[src/rtl/mem_arbiter.sv]
// mem_arbiter: shares an 8-bit byte memory between a fetch port and a data
// port, each issuing 16-bit little-endian word accesses. Each word is moved as
// two byte cycles. When both ports request together, the port that was not
// served last wins (round-robin).
//
// state | meaning
// ------+-------------------------------------------------------------
// IDLE  | sample requests, latch the winner's access, no memory strobe
// BYTE0 | strobe low byte at the latched address
// BYTE1 | strobe high byte at address+1; capture the low read byte
// DONE  | no strobe; read word = {mem_rdata, low byte}; owner's ack pulses
module mem_arbiter #(
  parameter int ADDR_W = 16
) (
  input  logic              clk,
  input  logic              rst,
  input  logic              if_req,
  input  logic [ADDR_W-1:0] if_addr,
  output logic              if_ack,
  output logic [15:0]       if_rdata,
  input  logic              dm_req,
  input  logic              dm_we,
  input  logic [ADDR_W-1:0] dm_addr,
  input  logic [15:0]       dm_wdata,
  output logic              dm_ack,
  output logic [15:0]       dm_rdata,
  output logic              mem_en,
  output logic              mem_we,
  output logic [ADDR_W-1:0] mem_addr,
  output logic [7:0]        mem_wdata,
  input  logic [7:0]        mem_rdata,
  output logic              busy
);

  localparam logic [1:0] IDLE  = 2'd0;
  localparam logic [1:0] BYTE0 = 2'd1;
  localparam logic [1:0] BYTE1 = 2'd2;
  localparam logic [1:0] DONE  = 2'd3;

  logic [1:0]        state;
  logic              owner_dm;   // 1 = data port owns the in-flight access
  logic              last_dm;    // owner of the most recent grant
  logic              lat_we;
  logic [ADDR_W-1:0] lat_addr;
  logic [15:0]       lat_wdata;
  logic [7:0]        lo_byte;
  logic              grant_dm;
  logic [15:0]       rd_word;

  // Data port wins when alone, or on a conflict when fetch was served last.
  assign grant_dm = dm_req & (~if_req | ~last_dm);

  // The high byte is never stored: it is on mem_rdata throughout DONE.
  assign rd_word = {mem_rdata, lo_byte};

  // Sequencer and access latches; a reset aborts any access in flight.
  always_ff @(posedge clk or posedge rst) begin
    if (rst) begin
      state     <= IDLE;
      owner_dm  <= 1'b0;
      last_dm   <= 1'b1;
      lat_we    <= 1'b0;
      lat_addr  <= '0;
      lat_wdata <= '0;
      lo_byte   <= '0;
    end else begin
      case (state)
        IDLE: begin
          if (if_req || dm_req) begin
            owner_dm  <= grant_dm;
            last_dm   <= grant_dm;
            lat_we    <= grant_dm ? dm_we : 1'b0;
            lat_addr  <= grant_dm ? dm_addr : if_addr;
            lat_wdata <= grant_dm ? dm_wdata : 16'h0000;
            state     <= BYTE0;
          end
        end
        BYTE0: state <= BYTE1;
        BYTE1: begin
          if (!lat_we) lo_byte <= mem_rdata;
          state <= DONE;
        end
        default: state <= IDLE;
      endcase
    end
  end

  // Memory strobes, completion pulses and read-word presentation.
  always_comb begin
    mem_en    = 1'b0;
    mem_we    = 1'b0;
    mem_addr  = '0;
    mem_wdata = '0;
    if_ack    = 1'b0;
    dm_ack    = 1'b0;
    if_rdata  = '0;
    dm_rdata  = '0;
    case (state)
      BYTE0: begin
        mem_en    = 1'b1;
        mem_we    = lat_we;
        mem_addr  = lat_addr;
        mem_wdata = lat_wdata[7:0];
      end
      BYTE1: begin
        mem_en    = 1'b1;
        mem_we    = lat_we;
        mem_addr  = lat_addr + ADDR_W'(1);
        mem_wdata = lat_wdata[15:8];
      end
      DONE: begin
        if_ack = ~owner_dm;
        dm_ack = owner_dm;
        if (!lat_we) begin
          if (owner_dm) dm_rdata = rd_word;
          else          if_rdata = rd_word;
        end
      end
      default: ;
    endcase
  end

  assign busy = (state != IDLE);

endmodule

[config.mk]
export PLATFORM = sky130hd
export DESIGN_NAME = mem_arbiter
export DESIGN_NICKNAME = d
export VERILOG_FILES = /design/src/rtl/mem_arbiter.sv
export SDC_FILE = /design/constraint.sdc
export NUM_CORES = 1
export LEC_CHECK = 0
export ABC_AREA = 1
export CORE_UTILIZATION = 42
export DETAILED_ROUTE_END_ITERATION = 12
export PLACE_DENSITY = 0.79
export SYNTH_ARGS = -nofsm -noshare
export SYNTH_HDL_FRONTEND = slang
export SYNTH_SLANG_ARGS = --single-unit
[constraint.sdc]
create_clock -name clk -period 2.78 [get_ports clk]
set_input_delay 0.556 -clock clk [delete_from_list [all_inputs] [get_ports clk]]
set_output_delay 0.556 -clock clk [all_outputs]
set_load 0.03 [all_outputs]
### After elaboration in Yosys (flattened, before gate mapping)

Cells that the tools add are included.

* $add $sub $neg: 1
* equal/unequal tests: 4
* muxes and demuxes: 17
* bitwise logic cells: 6
* reductions and logical operators: 6

Operators by type and width (number)
* $mux W16: 8
* $pmux W16 S2: 1
* $add A16 B1 Y16 const B: 1
* $pmux W8 S2: 1
* $pmux W2 S3: 1
* $mux W1: 5
* $eq A2 B2 Y1 const B: 2
* $not A1 Y1: 4
* $reduce_and A2 Y1: 2
* $eq A2 B1 Y1 const B: 1
* $logic_not A2 Y1: 1
* $mux W2: 1
* $ne A2 B2 Y1 const B: 1
* $reduce_bool A2 Y1: 1
* $reduce_or A2 Y1: 1
* $and A1 B1 Y1: 1
* $logic_or A1 B1 Y1: 1
* $or A1 B1 Y1: 1

* register bits: 45
* bits of input ports: 61
* output and inout bits: 61
* word-level logic and storage cells: 41

### Logic depth before layout (Yosys ltp)

Gate-level depths: netlist of run 1.

* depth after elaboration: 4
* mapped depth: 9
* depth with buffers taken out: 9

### Least setup slack after synthesis of run 1

No wires, ideal clock.

* path type: reg2out
* start point: register state[0]
* end point: output mem_addr[3]
* arrival: 1.857 ns
* data required time: 2.224 ns
* setup slack: 0.367 ns
* cell stages (with the launch flop): 5
* path buffers: 0
* path through: dfrtp_1 > inv_1 > ha_1 > inv_1 > a211oi_1

* longest elaborated chain between the ends: 2
* elaborated cells between the ends (all ways): 3
* those cells by class: 2 x eq/ne; 1 x mux

Ends and longest elaborated chain
* start, declared: line 40 `logic [1:0] state;`
* start signal, assigned: line 59 `state <= IDLE;`
* start signal, assigned: line 75 `state <= BYTE0;`
* start signal, assigned: line 78 `BYTE0: state <= BYTE1;`
* $eq A2 B2 Y1 or $eq A2 B1 Y1 (tied branches): line 98 `case (state)`
* $pmux W16 S2 (*): line 98
* end, declared: line 29 `output logic [ADDR_W-1:0] mem_addr,`

Every way passes the cells marked *; elsewhere a longest branch is shown, timed or not.

### Worst setup path after layout of run 1

* start point: register state[0]
* end point: output mem_addr[15]

Same word-level chain as after synthesis.

==> results of run 1 <==
-- kinds of logic after synthesis --
kind of cell,Yosys count
simple gates,181
compound gates,97
buf+inv,93
flops,45
fa+ha+maj,6
-- power groups by stage --
stage	combinational, mW	clock, mW	sequential, mW
after global placement	2.92	0	1.25
final	2.97	0.421	1.26
after detailed placement	2.96	0	1.27
after floorplan	2.02	0	1.19
after global routing	3.24	0.457	1.31
after CTS	2.98	0.429	1.26
-- per-layer routing --
metal	global-route usage	wire length, um	vias up
li1	-	-	1603
met1	0.320	3810	1486
met2	0.404	4330	89
met3	0.0241	374	9
met4	0.0561	107	0
met5	0	0	-
-- layout make-up --
cell class,count,area [um2],share of cell area
clock buffers,5,68.8,0.0159
inverters,69,259,0.0597
flip-flops and latches,45,1130,0.260
well taps,96,120,0.0277
clock inverters,3,21.3,0.00490
multi-input cells,284,1450,0.333
repair buffers,134,1300,0.299
-- metrics by stage --
stage          setup TNS, ns  instance area (um2)   util  worst slack (ns)
6_report                   0                 4340  0.639            0.0810
5_1_grt              -0.0753                 4340  0.639           -0.0417
4_1_cts                    0                 4300  0.634            0.0426
3_5_place_dp               0                 4210  0.620             0.211
3_3_place_gp               0                 4210  0.620             0.276
2_1_floorplan              0                 2940      -             0.367
-- registers in the layout (all words and copies together), names as in the netlist --
name       count
lat_addr      16
lat_wdata     16
lo_byte        8
state          2
last_dm        1
lat_we         1
owner_dm       1
-- worst reg2reg max path, cell delays in order (launching register included) --
cell     delay, ns
dfrtp_1       0.43
inv_1         0.11
ha_2          0.28
buf_4         0.20
nand2_1       0.31
nand2_1       0.16
o21ai_0       0.11
-- worst paths after layout --
path | to | slack, ns | depth (start not counted)
min reg2reg | lo_byte[1] | 0.50 | 2
max | mem_addr[15] | 0.08 | 6
max reg2reg | lo_byte[3] | 1.05 | 6
min | lo_byte[1] | 0.50 | 2
min in group asynchronous | lat_wdata[3] | 0.51 | 2
max in group asynchronous | last_dm | 1.68 | 3
-- layout by cell type, fill, tap and decap left out, types with 7 or more instances in the layout --
cell              n
nand3_1          23
nand2_1          82
nor2_1           27
buf_4            34
a21oi_1          19
nand2_2           7
clkdlybuf4s50_1  85
o22ai_1          15
dlymetal6s2s_1   13
nor3_1           33
o21ai_0          48
inv_1            61
dfrtp_1          44
inv_2             8
-- timing repair --
item                       in CTS  in global routing
setup endpoints to repair      19                 16
hold endpoints to repair        0                  0
pin swaps                       0                  0
gates resized for setup         3                 14
==> flow_metrics.tcl, run 1 <==
set metrics [dict create \
    synth_top_flop_cell "dfrtp_1" \
    avgSynthCellArea_um2 6.98 \
    clk_latency_ns 0.30 \
    row_count 30 \
    area_growth_pct 47.4 \
    worstMarginPinSlew_ns 0.486 \
    critical_path_arrival_ns 2.14 \
    synthAdderAreaFrac 0.0255 \
    die_w_um 85.7 \
    synth_top_family_by_area "simple AND/OR/NAND/NOR gates" \
    yosys_warnings 0 \
    coreArea_mm2 0.00679 \
    swShare 0.522 \
    drt-vias-per-instance 5.01 \
    cp_max_fo 13 \
    initial_core_util 0.433 \
    setup_viol 0 \
    synthArstFlopShare 1.00 \
    syn_inst 422 \
    path_cells "inv_1 -> ha_1 -> inv_1 -> o21bai_1 -> a21oi_2 -> buf_4" \
    drt-initial-drc-count 263 \
    gr-total-overflow 0 \
    grt_max_degree 30 \
    drive_above_1_share 0.137 \
    power_mw 4.66 \
    cts.htree.levels 2 \
    seq_area_frac_synth 0.383 \
    slew_violations 0 \
    fin_nets 606 \
    grt_pass1_vias 2985 \
    finalCritPeriodShare 0.971 \
    rsz0062_at_grt "yes" \
    cp-startpoint "state[0]" \
    synth_area_leader_cell "dfrtp_1" \
    die_h_um 85.7 \
    cts_buffer_depth 2 \
    postCtsSetupBuffers 0 \
    ir_drop_mv 0.497 \
    groute.usage.overall 0.235 \
    dieArea_mm2 0.00735 \
    synth_common_cells "nand2_1 (84), inv_1 (62), o21ai_0 (48), dfrtp_1 (44), nor3_1 (33)" \
    synth_edf_count 0 \
    critPathRequiredTime_ns 2.22 \
    cts_hold_buf 0 \
    clk_pin_slew_ns 0.09 \
    synth.area.top_cells "dfrtp_1 (37%), nand2_1 (11%), o21ai_0 (8.2%)" \
    muxShareOfSynthArea 0 \
    io_pins 122 \
    synthMostInstantiatedCell "nand2_1" \
    dp.final_hpwl_um 6570 \
    drc 0 \
    vias 3187 \
    r2r_start "state[0]" \
    synth_xor_xnor_area_share 0 \
    critPathMostFrequentCell "inv_1" \
    synth_top_area_frac 0.374 \
    cts_tree "built" \
    synth_compound_area_frac 0.189 \
    path_delay_family "buffers and inverters" \
    post_drt_wl_per_cell_um 13.6 \
    fin_skew_ns 0.00884 \
    finalHoldViolCount 0 \
    port_buffers 121 \
    gp_congestion 0.920 \
    min_from "lo_byte[1]" \
    path_buf_inv 3 \
    comb_power_share 0.638 \
    seqPwrFrac 0.271 \
    worst-setup-path-type "reg -> out" \
    crit_slowest_cell "ha_1" \
    maxCapViolCount 0 \
    p_int_mw 2.23 \
    dp_cells 628 \
    postRouteAntennaNets 0 \
    achievable-frequency_mhz 371 \
    drtPass1Iterations 4 \
    antenna_found_initial 0 \
    holdWs_ns 0.496 \
    antenna_cells 0 \
    fillers 622 \
    synth.ff_latch_count 45 \
    clkPwrFrac 0.090 \
    crit_path_max_incr_delay_ns 0.45 \
    cts-buffers-inserted 5 \
    p_switching_mw 2.43 \
    endpoint_kind "output port" \
    root_buffer "clkbuf_8" \
    grt_pass1_wl_um 13900 \
    powerDensity_mw_per_mm2 1070 \
    synth_nets 489 \
    hold_class "reg -> reg" \
    synthSimpleGateAreaFrac 0.274 \
    cts.sinks 45 \
    wirelength_um 8620 \
    power.leakage_nw 2.13 \
    final_cells 636 \
    relSlewSlack 0.675 \
    status "complete, no violations" \
    yosysUniqueCellTypes 31 \
    critPathLaunchType "flop" \
    period_needed_ns 2.70 \
    netlist_area_mm2 0.00294 \
]
No activity file was read; power rests on OpenSTA's default activity.
==> run 2, diff against run 1 <==
Settings changed: PLACE_DENSITY 0.79 to 0.77.
==> flow_metrics.tcl, run 2 (synthesis gave the netlist of run 1 again) <==
set metrics [dict create \
    port_buffers 121 \
    postRouteAntennaNets 0 \
    ir_drop_mv 0.451 \
    postCtsSetupBuffers 0 \
    die_w_um 85.7 \
    final_common_cell "clkdlybuf4s50_1" \
    hold_depth 2 \
    hold_class "reg -> reg" \
    area_growth_pct 47.8 \
    clk_pin_slew_ns 0.08 \
    io_pins 122 \
    slew_violations 0 \
    path_cells "ha_1 -> nand2_1 -> nor3_1 -> clkdlybuf4s50_1" \
    post_drt_wl_per_cell_um 13.3 \
    fin_nets 606 \
    setup_viol 5 \
    drive_above_1_share 0.131 \
    wirelength_um 8440 \
    grt_pass1_vias 2894 \
    design_area_mm2 0.00435 \
    endpoint_kind "output port" \
    period_needed_ns 2.82 \
    status "finished with violations" \
    wl_met3_um 434 \
    cts-buffers-inserted 5 \
    holdWs_ns 0.493 \
    min_from "lo_byte[2]" \
    holdPathEnd "lo_byte[2]" \
    critPathRequiredTime_ns 2.22 \
    final_cells 636 \
    critPathLaunchType "flop" \
    fin_skew_ns 0.0106 \
    coreArea_mm2 0.00679 \
    relSlewSlack 0.610 \
    maxCapViolCount 0 \
    die_h_um 85.7 \
    cts_hold_buf 0 \
    placed_cell_area_mm2 0.00421 \
    violations "negative setup slack" \
    antenna_cells 0 \
    dp_cells 628 \
    drt-vias-per-instance 4.96 \
    cts_buffer_depth 2 \
    grt_pass1_wl_um 13800 \
    path_buf_inv 1 \
    crit_slowest_cell "clkdlybuf4s50_1" \
    drtPass1Iterations 4 \
    rsz0062_at_grt "yes" \
    crit_cells 4 \
    final_cell_mix "clkdlybuf4s50_1 (98), nand2_1 (84), inv_1 (61)" \
    dp.final_hpwl_um 6440 \
    gp_congestion 0.923 \
    worst-setup-path-type "reg -> out" \
    wl_met2_um 4090 \
    worst_slack_ns -0.0430 \
    gr-total-overflow 0 \
    dieArea_mm2 0.00735 \
    power.leakage_nw 1.95 \
    worstMarginPinSlew_ns 0.584 \
    finalCritPeriodShare 1.02 \
    initial_core_util 0.433 \
    row_count 30 \
    critical_path_arrival_ns 2.27 \
    top_layer "met4" \
    cp_max_fo 17 \
    dp_slack_ns 0.249 \
    antenna_found_initial 0 \
    r2r-end "lo_byte[6]" \
    drc 0 \
    drt-initial-drc-count 186 \
    clk_latency_ns 0.30 \
    achievable-frequency_mhz 354 \
    top_regs "lat_addr (16), lat_wdata (16), lo_byte (8)" \
    rr_worst_depth 6 \
    cts.sinks 45 \
    reg2reg_slack_ns 0.95 \
    cts_tree "built" \
    root_buffer "clkbuf_8" \
    finalHoldViolCount 0 \
    met1Wirelength_um 3840 \
    ctsResizeCount 2 \
    groute.usage.overall 0.234 \
    path_delay_family "buffers and inverters" \
    r2r_start "state[0]" \
    crit_path_max_incr_delay_ns 0.71 \
    cts.htree.levels 2 \
    grt_max_degree 28 \
    powerDensity_mw_per_mm2 1110 \
    power_mw 4.81 \
    vias 3154 \
]
-- run 2: how the worst max path moves through the flow --
stage | from | end | slack, ns
floorplan | state[0] | mem_addr[3] | 0.37
global placement | mem_rdata[7] | dm_rdata[15] | 0.26
detailed placement | mem_rdata[0] | if_rdata[8] | 0.25
CTS | state[0] | dm_rdata[1] | -0.009
global route | state[1] | if_rdata[1] | -0.21
finish | state[1] | dm_rdata[10] | -0.04
-- run 2: where the power goes --
group | leakage (nW) | switching (mW) | internal (mW)
Sequential | 0.558 | 0.299 | 0.986
Combinational | 1.32 | 1.87 | 1.06
Clock | 0.0681 | 0.232 | 0.357
Total | 1.95 | 2.40 | 2.40
-- run 2: stage by stage --
step	util	TNS [ns]
after floorplan	-	0
after global placement	0.620	0
after detailed placement	0.620	0
after CTS	0.640	-0.0165
after global routing	0.640	-4.54
final	0.640	-0.0813
-- run 2: per-layer routing --
| layer | vias up | GRT usage |
|---|---|---|
| met5 | - | 0 |
| met4 | 0 | 0.0576 |
| met3 | 4 | 0.0250 |
| met2 | 110 | 0.382 |
| met1 | 1436 | 0.335 |
| li1 | 1604 | - |
-- run 2: final cells by class --
cell class / count / area, um2
clock inverter: 3 / 65.1
clock buffer: 5 / 68.8
inverter: 69 / 259
timing repair buffer: 134 / 1270
multi-input combinational: 284 / 1440
tap: 96 / 120
fill: 623 / 2440
sequential: 45 / 1130
-- run 2: tightest hold or removal path: cells and delay by family, from the launching register on --
kind / cells / cell delay, ns
and+or+nand+nor: 1 / 0.05
DFF: 1 / 0.35
AOI/OAI and AO/OA: 1 / 0.06
